===== src/rtl/sync_2ff.sv =====
`timescale 1ns/100ps
// sync_2ff
// Two-flop synchronizer that brings an asynchronous 1-bit signal into the
// clk domain. The first flop may go metastable; the second flop gives that
// a full clock period to resolve before anything downstream looks at it.
// Reusable by any input stage that needs a hardened copy of a raw pin.
//
// Ports:
//   clk  - system clock, both flops update on its rising edge
//   rst  - asynchronous active-low reset, clears both flops to 0
//   d    - raw asynchronous input
//   q    - synchronized output, two clk edges behind d
module sync_2ff (
    input  logic clk,
    input  logic rst,
    input  logic d,
    output logic q
);

    logic metaQ;
    logic syncQ;

    // Shift the raw input through two flops. Only the second stage is
    // exported so consumers never see the possibly-metastable first stage.
    always_ff @(posedge clk or negedge rst) begin
        if (!rst) begin
            metaQ <= 1'b0;
            syncQ <= 1'b0;
        end else begin
            metaQ <= d;
            syncQ <= metaQ;
        end
    end

    assign q = syncQ;

endmodule


===== src/rtl/debounce_edge_detector.sv =====
`timescale 1ns/100ps
// debounce_edge_detector
// Turns a bouncing push-button or switch input into a clean, clock-synchronous
// level plus single-cycle rise/fall strobes. The raw input is first hardened
// by a two-flop synchronizer; the synchronized value must then disagree with
// the current debounced level for STABLE_CYCLES consecutive edges before the
// level is allowed to change. Any reversal inside that window restarts it.
//
// Parameters:
//   STABLE_CYCLES - consecutive disagreeing edges needed to update dout (2..65535)
//   CNT_WIDTH     - stability counter width, must hold STABLE_CYCLES-1
//
// Ports:
//   clk  - system clock, all state updates on its rising edge
//   rst  - asynchronous active-low reset, clears all state
//   din  - raw asynchronous input
//   dout - debounced, synchronized level (registered)
//   rise - one-cycle pulse when dout goes 0->1 (registered)
//   fall - one-cycle pulse when dout goes 1->0 (registered)
//   busy - high while the stability counter is non-zero
module debounce_edge_detector #(
    parameter int STABLE_CYCLES = 4,
    parameter int CNT_WIDTH     = 16
) (
    input  logic clk,
    input  logic rst,
    input  logic din,
    output logic dout,
    output logic rise,
    output logic fall,
    output logic busy
);

    // Reject parameter sets the counter cannot represent, at elaboration time.
    if (STABLE_CYCLES < 2 || STABLE_CYCLES > 65535 ||
        ((STABLE_CYCLES - 1) >> CNT_WIDTH) != 0) begin : g_param_check
        $fatal(1, "debounce_edge_detector: illegal STABLE_CYCLES/CNT_WIDTH");
    end

    localparam logic [CNT_WIDTH-1:0] LAST_COUNT = CNT_WIDTH'(STABLE_CYCLES - 1);

    logic                 syncDin;
    logic [CNT_WIDTH-1:0] count_q, count_d;
    logic                 dout_q, dout_d;
    logic                 rise_q, rise_d;
    logic                 fall_q, fall_d;

    sync_2ff u_sync (
        .clk (clk),
        .rst (rst),
        .d   (din),
        .q   (syncDin)
    );

    // Next-state logic for the stability window. Agreement with the current
    // level clears the window, so a glitch shorter than the window leaves no
    // trace. The level only flips on the edge where the counter has already
    // seen STABLE_CYCLES-1 disagreeing edges; that same edge fires the strobe
    // matching the new level. The >= compare keeps the counter bounded even
    // if it were ever upset into an unreachable value.
    always_comb begin
        count_d = count_q;
        dout_d  = dout_q;
        rise_d  = 1'b0;
        fall_d  = 1'b0;
        if (syncDin == dout_q) begin
            count_d = '0;
        end else if (count_q >= LAST_COUNT) begin
            count_d = '0;
            dout_d  = syncDin;
            rise_d  = syncDin;
            fall_d  = ~syncDin;
        end else begin
            count_d = count_q + 1'b1;
        end
    end

    // State registers. Reset discards any partially counted window so a
    // full latency applies again after release.
    always_ff @(posedge clk or negedge rst) begin
        if (!rst) begin
            count_q <= '0;
            dout_q  <= 1'b0;
            rise_q  <= 1'b0;
            fall_q  <= 1'b0;
        end else begin
            count_q <= count_d;
            dout_q  <= dout_d;
            rise_q  <= rise_d;
            fall_q  <= fall_d;
        end
    end

    assign dout = dout_q;
    assign rise = rise_q;
    assign fall = fall_q;
    assign busy = (count_q != '0);

endmodule


===== config.mk =====
export PLATFORM = sky130hd
export DESIGN_NAME = debounce_edge_detector
export DESIGN_NICKNAME = d
export VERILOG_FILES = /design/src/rtl/sync_2ff.sv /design/src/rtl/debounce_edge_detector.sv
export SDC_FILE = /design/constraint.sdc
export NUM_CORES = 1
export LEC_CHECK = 0
export CORE_AREA = 2 2 39 41
export DETAILED_ROUTE_END_ITERATION = 8
export DIE_AREA = 0 0 41 43
export PLACE_DENSITY = 0.81
export SYNTH_ARGS = -nofsm -noshare
export SYNTH_HDL_FRONTEND = slang
export SYNTH_SLANG_ARGS = --single-unit

===== constraint.sdc =====
create_clock -name clk -period 2.73 [get_ports clk]
set_clock_uncertainty 0.1 [all_clocks]
set_input_delay 0.4095 -clock clk [delete_from_list [all_inputs] [get_ports clk]]
set_output_delay 0.4095 -clock clk [all_outputs]
set_load 0.01 [all_outputs]

After elaboration in Yosys (flattened, before gate mapping)

Cells that the tools add are included.

Register bits: 21
Output and inout bits: 4
Word-level logic and storage cells: 19

$add $sub $neg: 1
Order comparisons: 1
Equality and inequality tests: 1
Multiplexer cells: 6
Bitwise logic cells: 2
Reduce and logical (&&, ||, !) cells: 2

Operator list:

| operator              | number |
|---|---|
| $mux 16               | 2 |
| $add 16x1->16 const B | 1 |
| $ge 16x2->1 const B   | 1 |
| $reduce_bool 16->1    | 1 |
| $mux 1                | 4 |
| $not 1->1             | 2 |
| $reduce_and 2->1      | 1 |
| $eq 1x1->1            | 1 |

Logic depth before layout (Yosys ltp)

Word-level depth: 3
Gate-level depth with buffers: 4
Mapped depth without buffers: 4

Hierarchy

From an unflattened synthesis, not the netlist that was laid out.

Cell total of the unflattened synthesis: 39
Area, all modules: 686.9 um2

By module, submodules not included:

| module                 | times used | cells each | area each (um2) | sequential area each (um2) |
|---|---|---|---|---|
| debounce_edge_detector | 1          | 37         | 636.9           | 475.5 |
| sync_2ff               | 1          | 2          | 50.0            | 50.0 |

Worst setup path after synthesis

No wires, ideal clock.

Path type: register to register
From: reg count_q[0]
To: reg dout_q, in the netlist dout
Setup time: 0.125 ns
Data arrival time: 1.253 ns
Required time: 2.505 ns
Setup slack: 1.252 ns
Cell stages (with the launch flop): 5
Cell sequence: dfrtp_1 ha_1 nor3_1 nand4_2 mux2_4

Word-level cells in the longest chain between the ends: 2

RTL lines:

| element                           | RTL line                     | RTL |
|---|---|---|
| from (decl)                       | debounce_edge_detector.sv:43 | `logic [CNT_WIDTH-1:0] count_q, count_d;` |
| from (signal assigned)            | debounce_edge_detector.sv:87 | `count_q <= count_d;` |
| $ge 16x2->1                       | debounce_edge_detector.sv:68 | `end else if (count_q >= LAST_COUNT) begin` |
| $reduce_and 2->1 (no source line) | -                            |  |
| to (signal assigned)              | debounce_edge_detector.sv:88 | `dout_q <= dout_d;` |
| to (decl)                         | debounce_edge_detector.sv:44 | `logic dout_q, dout_d;` |

Every way passes these cells.
A chain may end at the register's enable or synchronous reset.

Worst setup path in the final report

From: reg count_q[0]
To: out busy

Word-level cells in the longest chain between the ends: 1

RTL lines:

| element            | RTL line                     | RTL |
|---|---|---|
| $reduce_bool 16->1 | debounce_edge_detector.sv:97 | `assign busy = (count_q != '0);` |
| to (decl)          | debounce_edge_detector.sv:31 | `output logic busy` |

Every way passes these cells.

==> out/results.ini <==
[worst_setup_path]
path_buf_inv = 2
critPathMaxFanout = 3
cp_data_arrival_time_ps = 1680
reg2reg_depth = 4
path_class = flop to output pin
crit_cells = 5
cp_top_family = buffers and inverters
required_ps = 2220
crit_chain = inv_1 > ha_1 > nor3b_1 > nand4_1 > clkdlybuf4s50_1
crit_path_max_incr_delay_ps = 490
reg2reg_from = count_q[0]
cp-start-kind = flop
crit_slowest_cell = clkdlybuf4s50_1
crit_path_end_kind = output pin
crit_start = count_q[0]

[yosys]
synth_top_cell_area_share_pct = 76.5
synth-seq-cells = 21
synthesis.area_sq_um = 687
synth_top_family_by_area = simple AND/OR/NAND/NOR gates
post-synth-top-count-cell = dfrtp_1
ys_seq_area_share_pct = 76.5
yosys.cell_types.count = 12
yosysWarnings = 0
yosys-top-cells-area = dfrtp_1 (77%), nor4_2 (5.5%), ha_1 (3.6%), and3b_2 (2.9%), mux2_4 (2.2%)
yosys.area.top_type = dfrtp_1
synth_compound_area_share_pct = 0
synth_xor_area_share_pct = 1.28
synth_cells = 39
async_flop_share_pct = 100
synth-edff-count = 0
avgSynthCellArea_sq_um = 17.6
ys.flop_type = dfrtp_1
yosys.area_share.simple_pct = 14.8
synthMuxAreaShare_pct = 2.19
synth_adder_area_share_pct = 3.64
yosys-top-cells-count = dfrtp_1 (21), nor4_2 (3)

[power_and_ir_drop]
power.leakage_nw = 0.397
power.density_mw_per_mm2 = 584
ir_drop_mv = 0.427

[place]
gp_congestion = 0.561
port_buffers = 6

[timing]
max_freq_mhz = 457
setup-tns-final_ps = 0
holdWs_ps = 262
hold_viol_final = 0
setup-violations-final = 0
max_slew_margin_pct = 42.8
period_share_pct = 80.2
tightestPinTransition_ps = 856
slew_violations = 0
min_period_ps = 2190
rsz0062_at_grt = no

[clock_network]
h-tree-depth = 1
cts_buffers = 3
clock_latency_ps = 290
clk_transition_reported_paths_ps = 100
post-cts-setup-buffers = 0
cts_sinks = 21
hold_buffers = 0
clock_path_buffers = 2
tritoncts = done
cts_resized = 0
cts_root_buf = clkbuf_4

[die]
pin_count = 7
core_area_sq_mm = 0.00138
die-area_sq_mm = 0.00176
rows = 14
die_w_microns = 41
initial_core_util_pct = 49.6
die_h_microns = 43

[hold_path]
hold_depth = 0
hp-class = flop to flop
min_from = u_sync.metaQ

[finish]
drive_gt1_share_pct = 17.7
area_growth_pct = 22.8
nets = 68
n_antenna_cell = 0
nFillCells = 103
fin_util_pct = 60.9

[global_route]
grt_usage_pct = 12.1
globalRouteOverflowTotal = 0
first_global_vias = 331
grt_pass1_wl_mm = 1.33
grt_antenna_before_repair = 0
grt_max_degree = 22

[drt]
totalWireLength_microns = 844
dr_total_vias = 326
drcViolationCount = 0
firstDrtPassIters = 1
avgRoutedWirePerCell_microns = 10.8
ant_nets = 0
drt_iter0_drc = 0
viasPerCell = 4.18

[status]
outcome = completed

[job]
drv_cap = 0

area by class of cell:
class                   instances  area (sq um)  share of cell area (%)
repair buffers                  6          60.1                    7.12
clock buffers                   3          22.5                    2.67
well taps                      16          20.0                    2.37
flip-flops and latches         21           526                    62.3
inverters                       2          7.51                   0.890
clock inverters                 1          5.00                   0.593
multi-input cells              29           203                    24.0
stage by stage:
| stage | area (sq um) | worst slack, ps | power [mW] | instances |
|---|---|---|---|---|
| 2_1_floorplan | 736 | 1250 | 0.347 | 52 |
| 3_3_place_gp | 816 | 856 | 0.361 | 74 |
| 3_5_place_dp | 816 | 846 | 0.363 | 74 |
| 4_1_cts | 843 | 506 | 0.500 | 78 |
| 5_1_grt | 843 | 410 | 0.521 | 78 |
| 6_report | 843 | 541 | 0.492 | 78 |
placed cells by master, fill, tap and decap left out, drive strengths merged:
master / instances
nand4: 2
nor3: 2
clkbuf: 3
mux2: 1
inv: 2
clkdlybuf4s50: 6
and3b: 2
ha: 2
clkinv: 1
conb: 14
nor4: 3
xnor2: 1
nor3b: 2
dfrtp: 21
where the power goes:
part	leakage (nW)	switching, mW	internal [mW]
Clock	0.0177	0.0813	0.0544
Combinational	0.128	0.0126	0.0111
Sequential	0.252	0.00764	0.325
kinds of logic after synthesis:
logic type,after synthesis
other,1
DFF,21
xor gates and xnor gates,1
buffers and inverters,2
adders and majority gates,2
muxes,1
and+or+nand+nor,11
worst paths after layout:
check	to	slack (ps)
min in group asynchronous	count_q[13]	500
hold / removal	u_sync.q	260
hold reg to reg	u_sync.q	260
max in group asynchronous	count_q[7]	1510
setup / recovery	busy	540
setup reg to reg	dout	1100
state kept, by name (all words and copies together), names as in the netlist:
signal,count
count_q,16
dout,1
fall,1
rise,1
u_sync.metaQ,1
u_sync.q,1
layer usage:
layer  track usage [%]  share of wire [%]  routed length (microns)  vias to the layer above
met1              12.4                 38                      318                      158
li1                  -                  -                        -                      165
met2              20.9                 60                      503                        3
met4              4.00                  0                        0                        0
met3              4.71                2.6                       22                        0
met5                 0                  0                        0                        -
worst register-to-register path, cell delays in order, from the launching register on:
cell,delay (ps)
dfrtp_1,410
ha_1,200
nor3_1,240
nand4_2,220
mux2_4,350
Note: power is estimated with default switching activity, not from simulation.
